**config.mk**
```make
export PLATFORM = sky130hd
export DESIGN_NAME = alu_wb_stage_flat
export DESIGN_NICKNAME = d
export VERILOG_FILES = /design/src/rtl/cpu_pkg.sv /design/src/rtl/alu_wb_stage_if.sv /design/src/rtl/wb_fifo.sv /design/src/rtl/alu_wb_stage.sv /design/src/flat_wrapper.sv
export SDC_FILE = /design/constraint.sdc
export NUM_CORES = 1
export LEC_CHECK = 0
export CAP_MARGIN = 20
export CORE_MARGIN = 3
export CORE_UTILIZATION = 35
export DETAILED_ROUTE_END_ITERATION = 6
export HOLD_SLACK_MARGIN = 0.06
export PLACE_DENSITY_LB_ADDON = 0.08
export REMOVE_ABC_BUFFERS = 1
export SETUP_SLACK_MARGIN = 0.3
export SKIP_LAST_GASP = 1
export SLEW_MARGIN = 20
export SYNTH_ARGS = -nofsm -noshare
export SYNTH_HDL_FRONTEND = slang
export SYNTH_SLANG_ARGS = --single-unit
```
**constraint.sdc**
```tcl
create_clock -name clk -period 4 [get_ports clk]
set_clock_uncertainty 0.2 [all_clocks]
set_input_delay 0.8 -clock clk [delete_from_list [all_inputs] [get_ports clk]]
set_output_delay 0.8 -clock clk [all_outputs]
set_load 0.03 [all_outputs]
```
**src/rtl/cpu_pkg.sv**
```systemverilog
// Shared CPU definitions: ALU flag bit positions and the writeback buffer entry.
package cpu_pkg;

   localparam int FLAG_CARRY    = 0;
   localparam int FLAG_ZERO     = 1;
   localparam int FLAG_NEGATIVE = 2;
   localparam int FLAG_OVERFLOW = 3;

   typedef struct packed {
      logic [31:0] result;
      logic [4:0]  rd;
      logic        wr_en;
   } wb_entry_t;

   localparam int ENTRY_W = $bits(wb_entry_t);

endpackage

```
**src/rtl/alu_wb_stage_if.sv**
```systemverilog
// ALU-to-writeback handshake bundle: input side (ALU result) and output side (regfile write).
interface alu_wb_stage_if;
   logic        in_valid;
   logic        in_ready;
   logic [31:0] in_result;
   logic [7:0]  in_flags;
   logic        in_flags_we;
   logic [4:0]  in_rd;
   logic        in_wr_en;
   logic        flush;
   logic        out_valid;
   logic        out_ready;
   logic [31:0] out_result;
   logic [4:0]  out_rd;
   logic        out_wr_en;

   modport master (
      output in_valid, in_result, in_flags, in_flags_we, in_rd, in_wr_en, flush, out_ready,
      input  in_ready, out_valid, out_result, out_rd, out_wr_en
   );

   modport slave (
      input  in_valid, in_result, in_flags, in_flags_we, in_rd, in_wr_en, flush, out_ready,
      output in_ready, out_valid, out_result, out_rd, out_wr_en
   );
endinterface

```
**src/rtl/wb_fifo.sv**
```systemverilog
// Valid/ready FIFO of DEPTH entries with synchronous flush.
// With ALU_WB_FWD_EN defined, storage and pointers are exported for the bypass mux.
module wb_fifo #(
   parameter  int DEPTH = 2,
   parameter  int W     = 8,
   localparam int AW    = (DEPTH > 1) ? $clog2(DEPTH) : 1,
   localparam int CW    = AW + 1
) (
   input  logic                      clk,
   input  logic                      rst,
   input  logic                      flush,
   input  logic                      in_valid,
   output logic                      in_ready,
   input  logic [W-1:0]              in_data,
   output logic                      out_valid,
   input  logic                      out_ready,
   output logic [W-1:0]              out_data
`ifdef ALU_WB_FWD_EN
   ,
   output logic [DEPTH-1:0][W-1:0]   peek_mem,
   output logic [AW-1:0]             peek_rd_ptr,
   output logic [CW-1:0]             peek_count
`endif
);

   logic [DEPTH-1:0][W-1:0] mem_q, mem_d;
   logic [AW-1:0]           wr_ptr_q, wr_ptr_d, rd_ptr_q, rd_ptr_d;
   logic [CW-1:0]           count_q, count_d;
   logic                    push, pop;

   assign in_ready  = (count_q < CW'(DEPTH)) && !flush;
   assign out_valid = (count_q != '0);
   assign out_data  = mem_q[rd_ptr_q];
   assign push      = in_valid && in_ready;
   assign pop       = out_valid && out_ready;

   always_comb begin
      mem_d    = mem_q;
      wr_ptr_d = wr_ptr_q;
      rd_ptr_d = rd_ptr_q;
      count_d  = count_q;
      if (flush) begin
         // A pop in the flush cycle still happens on the bus; only state is cleared.
         wr_ptr_d = '0;
         rd_ptr_d = '0;
         count_d  = '0;
      end else begin
         if (push) begin
            mem_d[wr_ptr_q] = in_data;
            wr_ptr_d        = wr_ptr_q + AW'(1);
         end
         if (pop) rd_ptr_d = rd_ptr_q + AW'(1);
         count_d = count_q + CW'(push) - CW'(pop);
      end
   end

   always_ff @(posedge clk or posedge rst) begin
      if (rst) begin
         mem_q    <= '0;
         wr_ptr_q <= '0;
         rd_ptr_q <= '0;
         count_q  <= '0;
      end else begin
         mem_q    <= mem_d;
         wr_ptr_q <= wr_ptr_d;
         rd_ptr_q <= rd_ptr_d;
         count_q  <= count_d;
      end
   end

`ifdef ALU_WB_FWD_EN
   assign peek_mem    = mem_q;
   assign peek_rd_ptr = rd_ptr_q;
   assign peek_count  = count_q;
`endif

endmodule

```
**src/rtl/alu_wb_stage.sv**
```systemverilog
// ALU writeback stage: result buffer, architectural flags register and retire counter.
// Define ALU_WB_FWD_EN to add the fwd_* operand bypass from the youngest writing entry.
module alu_wb_stage
   import cpu_pkg::*;
#(
   parameter int         DEPTH     = 2,
   parameter logic [7:0] FLAGS_RST = 8'h00
) (
   input  logic              clk,
   input  logic              rst,
   alu_wb_stage_if.slave     bus,
   output logic [7:0]        flags_q,
   output logic [31:0]       retire_cnt
`ifdef ALU_WB_FWD_EN
   ,
   output logic              fwd_valid,
   output logic [4:0]        fwd_rd,
   output logic [31:0]       fwd_data
`endif
);

   localparam int AW = (DEPTH > 1) ? $clog2(DEPTH) : 1;
   localparam int CW = AW + 1;

   wb_entry_t   in_ent, out_ent;
   logic        accept, retire;
   logic [7:0]  flags_d;
   logic [31:0] retire_cnt_q, retire_cnt_d;

   assign in_ent = '{result: bus.in_result, rd: bus.in_rd, wr_en: bus.in_wr_en};

`ifdef ALU_WB_FWD_EN
   logic [DEPTH-1:0][ENTRY_W-1:0] fifo_mem;
   logic [AW-1:0]                 fifo_rd_ptr;
   logic [CW-1:0]                 fifo_count;
`endif

   wb_fifo #(.DEPTH(DEPTH), .W(ENTRY_W)) u_fifo (
      .clk        (clk),
      .rst        (rst),
      .flush      (bus.flush),
      .in_valid   (bus.in_valid),
      .in_ready   (bus.in_ready),
      .in_data    (in_ent),
      .out_valid  (bus.out_valid),
      .out_ready  (bus.out_ready),
      .out_data   (out_ent)
`ifdef ALU_WB_FWD_EN
      ,
      .peek_mem   (fifo_mem),
      .peek_rd_ptr(fifo_rd_ptr),
      .peek_count (fifo_count)
`endif
   );

   assign bus.out_result = out_ent.result;
   assign bus.out_rd     = out_ent.rd;
   assign bus.out_wr_en  = out_ent.wr_en;

   // in_ready already folds in flush, so a flushed entry never commits its flags.
   assign accept = bus.in_valid && bus.in_ready;
   assign retire = bus.out_valid && bus.out_ready;

   always_comb begin
      flags_d      = flags_q;
      retire_cnt_d = retire_cnt_q + 32'(retire);
      if (accept && bus.in_flags_we) flags_d = bus.in_flags;
   end

   always_ff @(posedge clk or posedge rst) begin
      if (rst) begin
         flags_q      <= FLAGS_RST;
         retire_cnt_q <= '0;
      end else begin
         flags_q      <= flags_d;
         retire_cnt_q <= retire_cnt_d;
      end
   end

   assign retire_cnt = retire_cnt_q;

`ifdef ALU_WB_FWD_EN
   logic [AW-1:0] fwd_idx;
   wb_entry_t     fwd_ent;

   // Walk oldest to youngest so the last match is the youngest writer.
   always_comb begin
      fwd_valid = 1'b0;
      fwd_rd    = '0;
      fwd_data  = '0;
      fwd_idx   = '0;
      fwd_ent   = '0;
      for (int i = 0; i < DEPTH; i++) begin
         fwd_idx = fifo_rd_ptr + AW'(i);
         fwd_ent = fifo_mem[fwd_idx];
         if ((CW'(i) < fifo_count) && fwd_ent.wr_en) begin
            fwd_valid = 1'b1;
            fwd_rd    = fwd_ent.rd;
            fwd_data  = fwd_ent.result;
         end
      end
   end
`endif

endmodule

```
**src/flat_wrapper.sv**
```systemverilog
// flat-port wrapper written by rule: the top's interface ports become plain ports
module alu_wb_stage_flat import cpu_pkg::*;
#(
   parameter int         DEPTH     = 2,
   parameter logic [7:0] FLAGS_RST = 8'h00
)
  (clk, rst, flags_q, retire_cnt, bus_in_valid, bus_in_result, bus_in_flags, bus_in_flags_we, bus_in_rd, bus_in_wr_en, bus_flush, bus_out_ready, bus_in_ready, bus_out_valid, bus_out_result, bus_out_rd, bus_out_wr_en);
  alu_wb_stage_if bus_i ();
  input  logic clk;
  input  logic rst;
  output logic [7:0] flags_q;
  output logic [31:0] retire_cnt;
  input wire logic [$bits(bus_i.in_valid)-1:0] bus_in_valid;
  input wire logic [$bits(bus_i.in_result)-1:0] bus_in_result;
  input wire logic [$bits(bus_i.in_flags)-1:0] bus_in_flags;
  input wire logic [$bits(bus_i.in_flags_we)-1:0] bus_in_flags_we;
  input wire logic [$bits(bus_i.in_rd)-1:0] bus_in_rd;
  input wire logic [$bits(bus_i.in_wr_en)-1:0] bus_in_wr_en;
  input wire logic [$bits(bus_i.flush)-1:0] bus_flush;
  input wire logic [$bits(bus_i.out_ready)-1:0] bus_out_ready;
  output wire logic [$bits(bus_i.in_ready)-1:0] bus_in_ready;
  output wire logic [$bits(bus_i.out_valid)-1:0] bus_out_valid;
  output wire logic [$bits(bus_i.out_result)-1:0] bus_out_result;
  output wire logic [$bits(bus_i.out_rd)-1:0] bus_out_rd;
  output wire logic [$bits(bus_i.out_wr_en)-1:0] bus_out_wr_en;
  assign bus_i.in_valid = bus_in_valid;
  assign bus_i.in_result = bus_in_result;
  assign bus_i.in_flags = bus_in_flags;
  assign bus_i.in_flags_we = bus_in_flags_we;
  assign bus_i.in_rd = bus_in_rd;
  assign bus_i.in_wr_en = bus_in_wr_en;
  assign bus_i.flush = bus_flush;
  assign bus_i.out_ready = bus_out_ready;
  assign bus_in_ready = bus_i.in_ready;
  assign bus_out_valid = bus_i.out_valid;
  assign bus_out_result = bus_i.out_result;
  assign bus_out_rd = bus_i.out_rd;
  assign bus_out_wr_en = bus_i.out_wr_en;
  alu_wb_stage #(.DEPTH(DEPTH), .FLAGS_RST(FLAGS_RST)) u_core (.clk(clk), .rst(rst), .bus(bus_i), .flags_q(flags_q), .retire_cnt(retire_cnt));
endmodule
```
======== Word level (Yosys, flattened, before mapping) ========
Cells that the tools add are included.
storage, ports and cells
  bits in registers ....................... 120
cells by class
  $add $sub $neg .......................... 5
  order comparisons ....................... 4
  multiplexer cells ....................... 10
  bitwise logic cells ..................... 1
  reduce and logical (&&, ||, !) cells .... 10
operators by type and width
  kind                                                                   number
  38-bit 2-to-1 mux                                                      3
  76-bit bitwise mux                                                     1
  38-bit demux with 1-bit select                                         1
  32-bit by 1-bit adder with 32-bit output                               1
  2-bit nonzero test                                                     3
  1-bit logical AND                                                      5
  1-bit by 2-bit < comparator with 1-bit output (second input constant)  2
  1-bit 2-to-1 mux                                                       4
  1-bit adder (second input constant)                                    2
  2-bit by 1-bit adder with 2-bit output                                 1
  2-bit < comparator (second input constant)                             1
  2-bit 2-to-1 mux                                                       1
  2-bit AND reduction                                                    1
  2-bit by 1-bit subtractor with 2-bit output                            1
  1-bit >= comparator (second input constant)                            1
  1-bit zero test                                                        1
  1-bit NOT                                                              1

======== Depth between registers and ports, before layout ========
Gate-level depths: netlist (run 1).
  word-level depth ........................ 6
  depth in mapped cells ................... 9
  depth with buffers taken out ............ 9

======== Cells and area by module ========
A second synthesis (run 1) with hierarchy kept.
second synthesis, totals
  cells, all modules ...................... 369
  area, all modules ....................... 5372.7 µm²
modules (own cells, without submodules)
  module        instances  cells each  area an instance (µm²)  seq. area each (µm²)
  wb_fifo       1          225         3611.0                  2001.9
  alu_wb_stage  1          144         1761.7                  1001.0

======== Worst setup path after synthesis (run 1) ========
No wires, ideal clock.
  path type ............................... flip-flop to output port
  start point ............................. register u_core.u_fifo.rd_ptr_q
  end point ............................... output bus_out_result[12]
  data arrival time ....................... 1494 ps
  data required time ...................... 3000 ps
  slack ................................... 1506 ps
  cell stages (with the launch flop) ...... 4
  path buffers ............................ 2
  path through ............................ dfrtp_1 -> clkbuf_1 -> buf_1 -> mux2_2
between the ends
  cells in the longest elaborated chain, start to end .. 2
ends and longest elaborated chain
  element                                                line                text
  start: declaration                                     wb_fifo.sv:27       logic [AW-1:0] wr_ptr_q, wr_ptr_d, rd_ptr_q, rd_ptr_d;
  start signal: assignment                               wb_fifo.sv:66       rd_ptr_q <= rd_ptr_d;
  38-bit 2-to-1 mux (implied by the code) (2 in series)  wb_fifo.sv:33       assign out_data = mem_q[rd_ptr_q];
  end: declaration                                       flat_wrapper.sv:23  output wire logic [$bits(bus_i.out_result)-1:0] bus_out_result;
Every way passes these cells. The select of a mux whose other input is x is not followed.

======== Final worst setup path (run 1) ========
  start point ............................. register u_core.u_fifo.rd_ptr_q
  end point ............................... output bus_out_rd[1]
between the ends
  cells in the longest elaborated chain, start to end .. 2
ends and longest elaborated chain
  element                                                line                text
  38-bit 2-to-1 mux (implied by the code) (2 in series)  wb_fifo.sv:33
  end: declaration                                       flat_wrapper.sv:24  output wire logic [$bits(bus_i.out_rd)-1:0] bus_out_rd;
Every way passes these cells. The select of a mux whose other input is x is not followed.

==> reports/results.txt, run 1 <==
Critical path depth: 3
Hold depth: 1
Resized Gates After CTS: 0
Switching Share: 33.16%
Post-synth top area cell: dfrtp_1
Fin. Hold Viols: 0
Placed Area: 6779 µm²
Max_cap viols: 0
Initial antenna violation count: 0
Worst skew pair latency: 0.41 ns
Worst path cell trace: buf_12, mux2_2, clkdlybuf4s50_1
RSZ-0062 raised after global routing: no
Switching pwr: 1.939 mW
Cell variety after synth: 27
Share of flip-flops with an asynchronous set or reset: 100.0%
Sink Count: 120
Grt ovf: 0
Starting Density: 35.96%
Worst Path Max Fanout: 24
Fin Setup TNS: 0 ns
Iteration-0 DRC Markers: 138
Core area: 14590 µm²
Synth Instances: 376
Period utilization: 82.25%
Seq/Total Area, Yosys: 57.24%
Chip height: 128.4 µm
Crit path max-delay family: buffers and inverters
Data arrival, critical path: 2.29 ns
Synth warn: 0
I/O Pins: 132
Detail Route Antenna Nets: 0
Post-CTS Hold Fix Bufs: 0
Via Count: 3386
Clock Power Share: 26.2%
CTS tree: yes
Filler cells: 1279
Non-filler cells, final: 711
#FFs+latches synth: 120
Final HPWL DP: 7850 µm
Core Rows: 44
CTS root buf: clkbuf_16
Min-Delay Path Class: flop to flop
Internal power: 3.908 mW
Dpl cells: 680
Die width: 128.4 µm
Crit-path slowest cell: dfrtp_2
Final Cell Area: 7376 µm²
Reg clk slew, reported paths: 0.05 ns
Die area: 16490 µm²
Post-CTS setup buffer count: 0
Global-route wire length before repair: 19500 µm
Mapped cell area: 5246 µm²
DRT Wirelength: 11660 µm
Total GRT Usage: 15.09%
Num CTS Buffers: 17
Layout Nets: 571
Area Growth Syn to Fin: 40.59%
Commonest cells post-synth: mux2_2, dfrtp_1, xor2_1
Setup crit start kind: flop
Fin crit period: 3.290 ns
Cells on worst reg2reg path: 7
Vias/cell: 4.762
Most frequent cell after synthesis: mux2_2
H-Tree Depth: 4
Share of cells above drive strength 1: 31.69%
Reg2reg start: u_core.u_fifo.count_q[1]$_DFF_PP0_
Worst slew margin: 46.50%
Ant. Diodes: 0
Fmax: 0.3040 GHz
Logic pwr share: 40.6%
Top cell type's share of synthesized area: 57.24%
Final-report setup violation count: 0
Synth area leaders: dfrtp_1, mux2_2, xor2_1, xnor2_1, nand2_1
CP Class: flop to primary output
Routability Congestion: 0.7323
CP required: 3.00 ns
Largest net degree at the start of global routing: 64
Cell Pwr Density: 792.8 nW/µm²
Number of synthesized flops with an enable pin: 0
Seq pwr share: 33.2%
Avg Cell Area, Syn: 13.95 µm²
CP bufs+invs: 2
VDD IR max: 332.6 µV
Post-synth top flop: dfrtp_1
Vias in the first global route: 3796
Initial DRT Pass Iterations: 4
Worst setup EP type: primary output
Leakage: 3.131 nW
CP Launch Point: u_core.u_fifo.rd_ptr_q$_DFFE_PP0P_
CTS Buffer Depth: 2
Hold_sp: u_core.retire_cnt[31]$_DFF_PP0_
Worst stage delay on the critical path: 0.65 ns
Wire per inst: 16.40 µm
Worst Tran Pin Value: 0.8025 ns
Slew Viols, Final: 0
DRC: 0
Outcome: complete, no violations
Port Buffer Count: 131
-- cell type report --
| cell class | count | area (µm²) | area share, % |
|---|---|---|---|
| Clock buffer | 22 | 474.2 | 6.429 |
| Multi-Input combinational cell | 233 | 2142 | 29.04 |
| Sequential cell | 120 | 3004 | 40.73 |
| Timing Repair Buffer | 136 | 1374 | 18.63 |
| Clock inverter | 9 | 122.6 | 1.662 |
| Tap cell | 184 | 230.2 | 3.121 |
| Inverter | 7 | 28.78 | 0.3902 |
-- power groups by stage --
| stage | Combinational (mW) | Clock, mW | Sequential [mW] |
|---|---|---|---|
| 2_1_floorplan | 1.42 | 0 | 2.01 |
| 3_3_place_gp | 2.38 | 0 | 1.93 |
| 3_5_place_dp | 2.41 | 0 | 1.96 |
| 4_1_cts | 2.42 | 1.58 | 1.94 |
| 5_1_grt | 2.53 | 1.65 | 2.01 |
| 6_report | 2.37 | 1.53 | 1.94 |
-- state kept, by name, summed over array words and instances (netlist names) --
name,count
u_core.u_fifo.mem_q,76
u_core.retire_cnt,32
u_core.flags_q,8
u_core.u_fifo.count_q,2
u_core.u_fifo.rd_ptr_q,1
u_core.u_fifo.wr_ptr_q,1
-- kinds of logic after synthesis --
group	share of synthesized area, %
AND/OR/NAND/NOR	7.846
XOR/XNOR	5.676
multiplexers	26.19
buffers and inverters	2.099
adder cells (fa/ha/maj)	0.9540
flip-flops	57.24
-- worst paths after layout --
| check | endpoint | slack (ns) |
|---|---|---|
| worst min register to register | u_core.retire_cnt[31]$_DFF_PP0_ | 0.27 |
| worst max register to register | u_core.retire_cnt[24]$_DFF_PP0_ | 1.59 |
| min in group asynchronous | u_core.flags_q[4]$_DFFE_PP0P_ | 0.70 |
| max in group asynchronous | u_core.u_fifo.mem_q[69]$_DFFE_PP0P_ | 2.09 |
| worst min-delay path | u_core.retire_cnt[31]$_DFF_PP0_ | 0.27 |
| worst max-delay path | bus_out_rd[1] | 0.71 |
-- stage by stage --
stage | hold slack (ns) | util, % | power [mW] | worst slack (ns)
finish | 0.2708 | 50.56 | 5.848 | 0.7101
global route | 0.3122 | 50.56 | 6.182 | 0.6152
CTS | 0.2723 | 50.56 | 5.940 | 0.6491
detailed placement | 0.2652 | 46.47 | 4.366 | 0.8157
global placement | 0.2587 | 46.47 | 4.309 | 0.8931
floorplan | 0.2751 | - | 3.428 | -0.1858
-- per-layer routing --
| layer | part of all wire, % | track usage, % |
|---|---|---|
| met2 | 48 | 23.69 |
| met3 | 6.5 | 6.144 |
| met4 | 0.87 | 4.307 |
| met1 | 45 | 19.30 |
| met5 | 0 | 0 |
-- layout by cell type (no fill, tap or decap) --
cell type,instances
clkdlybuf4s50_1,131
or2_2,1
dfrtp_1,119
buf_4,3
clkinvlp_4,1
buf_12,2
dfrtp_2,1
nor2b_1,3
mux2_2,122
nor4_1,6
xor2_1,19
and4_1,4
nand2_1,14
nand3_1,5
and3_1,3
inv_4,1
and3_2,2
clkbuf_16,17
nand3_2,1
clkinv_2,5
and4_2,1
or3b_1,1
xnor2_1,15
bufinv_16,3
nor4_2,1
nor3_1,8
and2_2,1
nand4_1,7
nor2_1,10
and2_1,3
clkbuf_1,2
clkbuf_8,3
nor2_4,1
ha_1,4
or4_4,1
inv_1,6
No activity file was read; power rests on OpenSTA's default activity.
==> run 2, diff against run 1 <==
clock period = 2.7 ns   (was 4 ns; I/O delays follow)
==> reports/results.txt, run 2 (synthesized netlist as in run 1, its figures left out) <==
Ant. Diodes: 0 (unchanged)
Data arrival, critical path: 1.63 ns (-0.66 ns)
Initial DRT Pass Iterations: 4 (unchanged)
DRC: 0 (unchanged)
Worst setup EP type: primary output
Fmax: 0.4227 GHz
Dpl cells: 691 (+1.6%)
Final HPWL DP: 8187 µm (+4.3%)
Filler cells: 1277 (-0.16%)
Starting Density: 35.96% (unchanged)
Post-CTS Hold Fix Bufs: 0 (unchanged)
Core area: 14590 µm² (unchanged)
Die area: 16490 µm² (unchanged)
R2R setup slack: 0.48 ns (-1.11 ns)
RSZ-0062 raised after global routing: yes
Placed Area: 6897 µm² (+1.7%)
Post-place setup slack: -0.002604 ns (-0.8183 ns)
Highest-count cells in the layout ignoring fill and taps: mux2_2, dfrtp_1, clkdlybuf4s50_1
Total GRT Usage: 15.64% (+0.55 points)
Global-route wire length before repair: 20130 µm (+3.2%)
Overall power: 8.477 mW (+45%)
VDD IR max: 488.0 µV (+47%)
CP Launch Point: u_core.u_fifo.rd_ptr_q$_DFFE_PP0P_
Worst Path Max Fanout: 5 (-79%)
Critical R2R Capture: u_core.retire_cnt[26]$_DFF_PP0_
Fin Setup TNS: 0 ns (unchanged)
Worst slew margin: 75.75% (+29 points)
Slew Viols, Final: 0 (unchanged)
Cells on worst reg2reg path: 7 (unchanged)
Port Buffer Count: 131 (unchanged)
Fin crit period: 2.366 ns
Sink Count: 120 (unchanged)
Grt ovf: 0 (unchanged)
Largest net degree at the start of global routing: 57 (-11%)
CP required: 1.96 ns (-1.04 ns)
Max reg flops: 76 (unchanged)
Reg clk slew, reported paths: 0.05 ns (about the same)
Post-route setup slack: 0.3341 ns (-0.3760 ns)
I/O Pins: 132 (unchanged)
Fin. Hold Viols: 0 (unchanged)
Reg2reg start: u_core.u_fifo.count_q[1]$_DFF_PP0_
DRT Wirelength: 12260 µm (+5.1%)
Vias in the first global route: 3916 (+3.2%)
Largest Register: u_core.u_fifo.mem_q
Vias/cell: 4.833 (+1.5%)
Initial antenna violation count: 0 (unchanged)
Period utilization: 87.63%
CTS root buf: clkbuf_16
Routability Congestion: 0.7202 (-1.7%)
Wire per inst: 16.82 µm (+2.5%)
Worst Tran Pin Value: 0.3626 ns (-0.4399 ns)
CP Class: flop to primary output
Final-report setup violation count: 0 (unchanged)
Die width: 128.4 µm (unchanged)
CTS tree: yes
Num CTS Buffers: 17 (unchanged)
Final Cell Area: 7420 µm² (+0.59%)
Max_cap viols: 0 (unchanged)
Iteration-0 DRC Markers: 120 (-13%)
Via Count: 3523 (+4.0%)
Layout Nets: 589 (+3.2%)
Share of cells above drive strength 1: 40.73% (+9.0 points)
H-Tree Depth: 4 (unchanged)
Area Growth Syn to Fin: 41.43%
Detail Route Antenna Nets: 0 (unchanged)
Outcome: complete, no violations
Setup crit start kind: flop
Worst setup path end: bus_out_rd[1]
Non-filler cells, final: 729 (+2.5%)
Chip height: 128.4 µm (unchanged)
Min-Delay Path Class: input pin to asynchronous set/reset pin
Worst skew pair latency: 0.41 ns (about the same)
Cell Pwr Density: 1143 nW/µm² (+44%)
Commonest non-fill, non-tap cell in the layout: mux2_2
Leakage: 3.284 nW (+4.9%)
Core Rows: 44 (unchanged)
CTS Buffer Depth: 2 (unchanged)
==> run 2: critical path, stage by stage (launching register included) <==
cell and delay, ns:
dfrtp_2 0.40, buf_12 0.13, mux2_2 0.32, dlygate4sd2_1 0.36
==> run 2: power by group <==
group          internal [mW]  switching, mW  total [mW]
combinational           1.57           1.79        3.35
sequential              2.48          0.363        2.84
clock                   1.51          0.770        2.28
total                   5.56           2.92        8.48
==> run 2: worst min path at each step <==
stage | to | slack (ns) | cells past startpoint
after floorplan | u_core.u_fifo.mem_q[38]$_DFFE_PP0P_ | 0.28 | 1
after detailed placement | u_core.retire_cnt[31]$_DFF_PP0_ | 0.26 | 1
final | u_core.flags_q[4]$_DFFE_PP0P_ | 0.21 | 2
after global placement | u_core.retire_cnt[31]$_DFF_PP0_ | 0.26 | 1
after CTS | u_core.flags_q[1]$_DFFE_PP0P_ | 0.20 | 2
after global routing | u_core.flags_q[4]$_DFFE_PP0P_ | 0.21 | 2
==> run 2: what timing repair did <==
| item | in CTS | in global routing |
|---|---|---|
| resized for setup | 166 | 23 |
| endpoints found under the setup margin | 39 | 17 |
| gates cloned | 1 | 0 |
| buffers inserted | 4 | 2 |
| pin swaps | 0 | 1 |
==> run 2: routing by layer <==
metal  global-route usage [%]  vias up  routed length, µm  share of wire (%)
met1                    19.36     1773               5371                 44
li1                         -     1642                  -                  -
met5                        0        -                  0                  0
met3                    5.313       16                797                6.5
met4                    6.367        0                196                1.6
met2                    25.16       92               5895                 48
==> run 2: layout make-up <==
| type | count | area (µm²) | share of cell area, % |
|---|---|---|---|
| inverter | 7 | 28.78 | 0.3879 |
| clock buffer | 22 | 474.2 | 6.391 |
| timing repair buffer | 154 | 1418 | 19.11 |
| tap | 184 | 230.2 | 3.103 |
| multi-input combinational | 233 | 2142 | 28.87 |
| sequential | 120 | 3004 | 40.49 |
| clock inverter | 9 | 122.6 | 1.653 |
==> run 2: per-stage QoR <==
step	util, %	hold slack, ns
floorplan	-	0.2751
global placement	47.27	0.2593
detailed placement	47.27	0.2582
CTS	50.98	0.2039
global route	50.86	0.2149
finish	50.86	0.2088
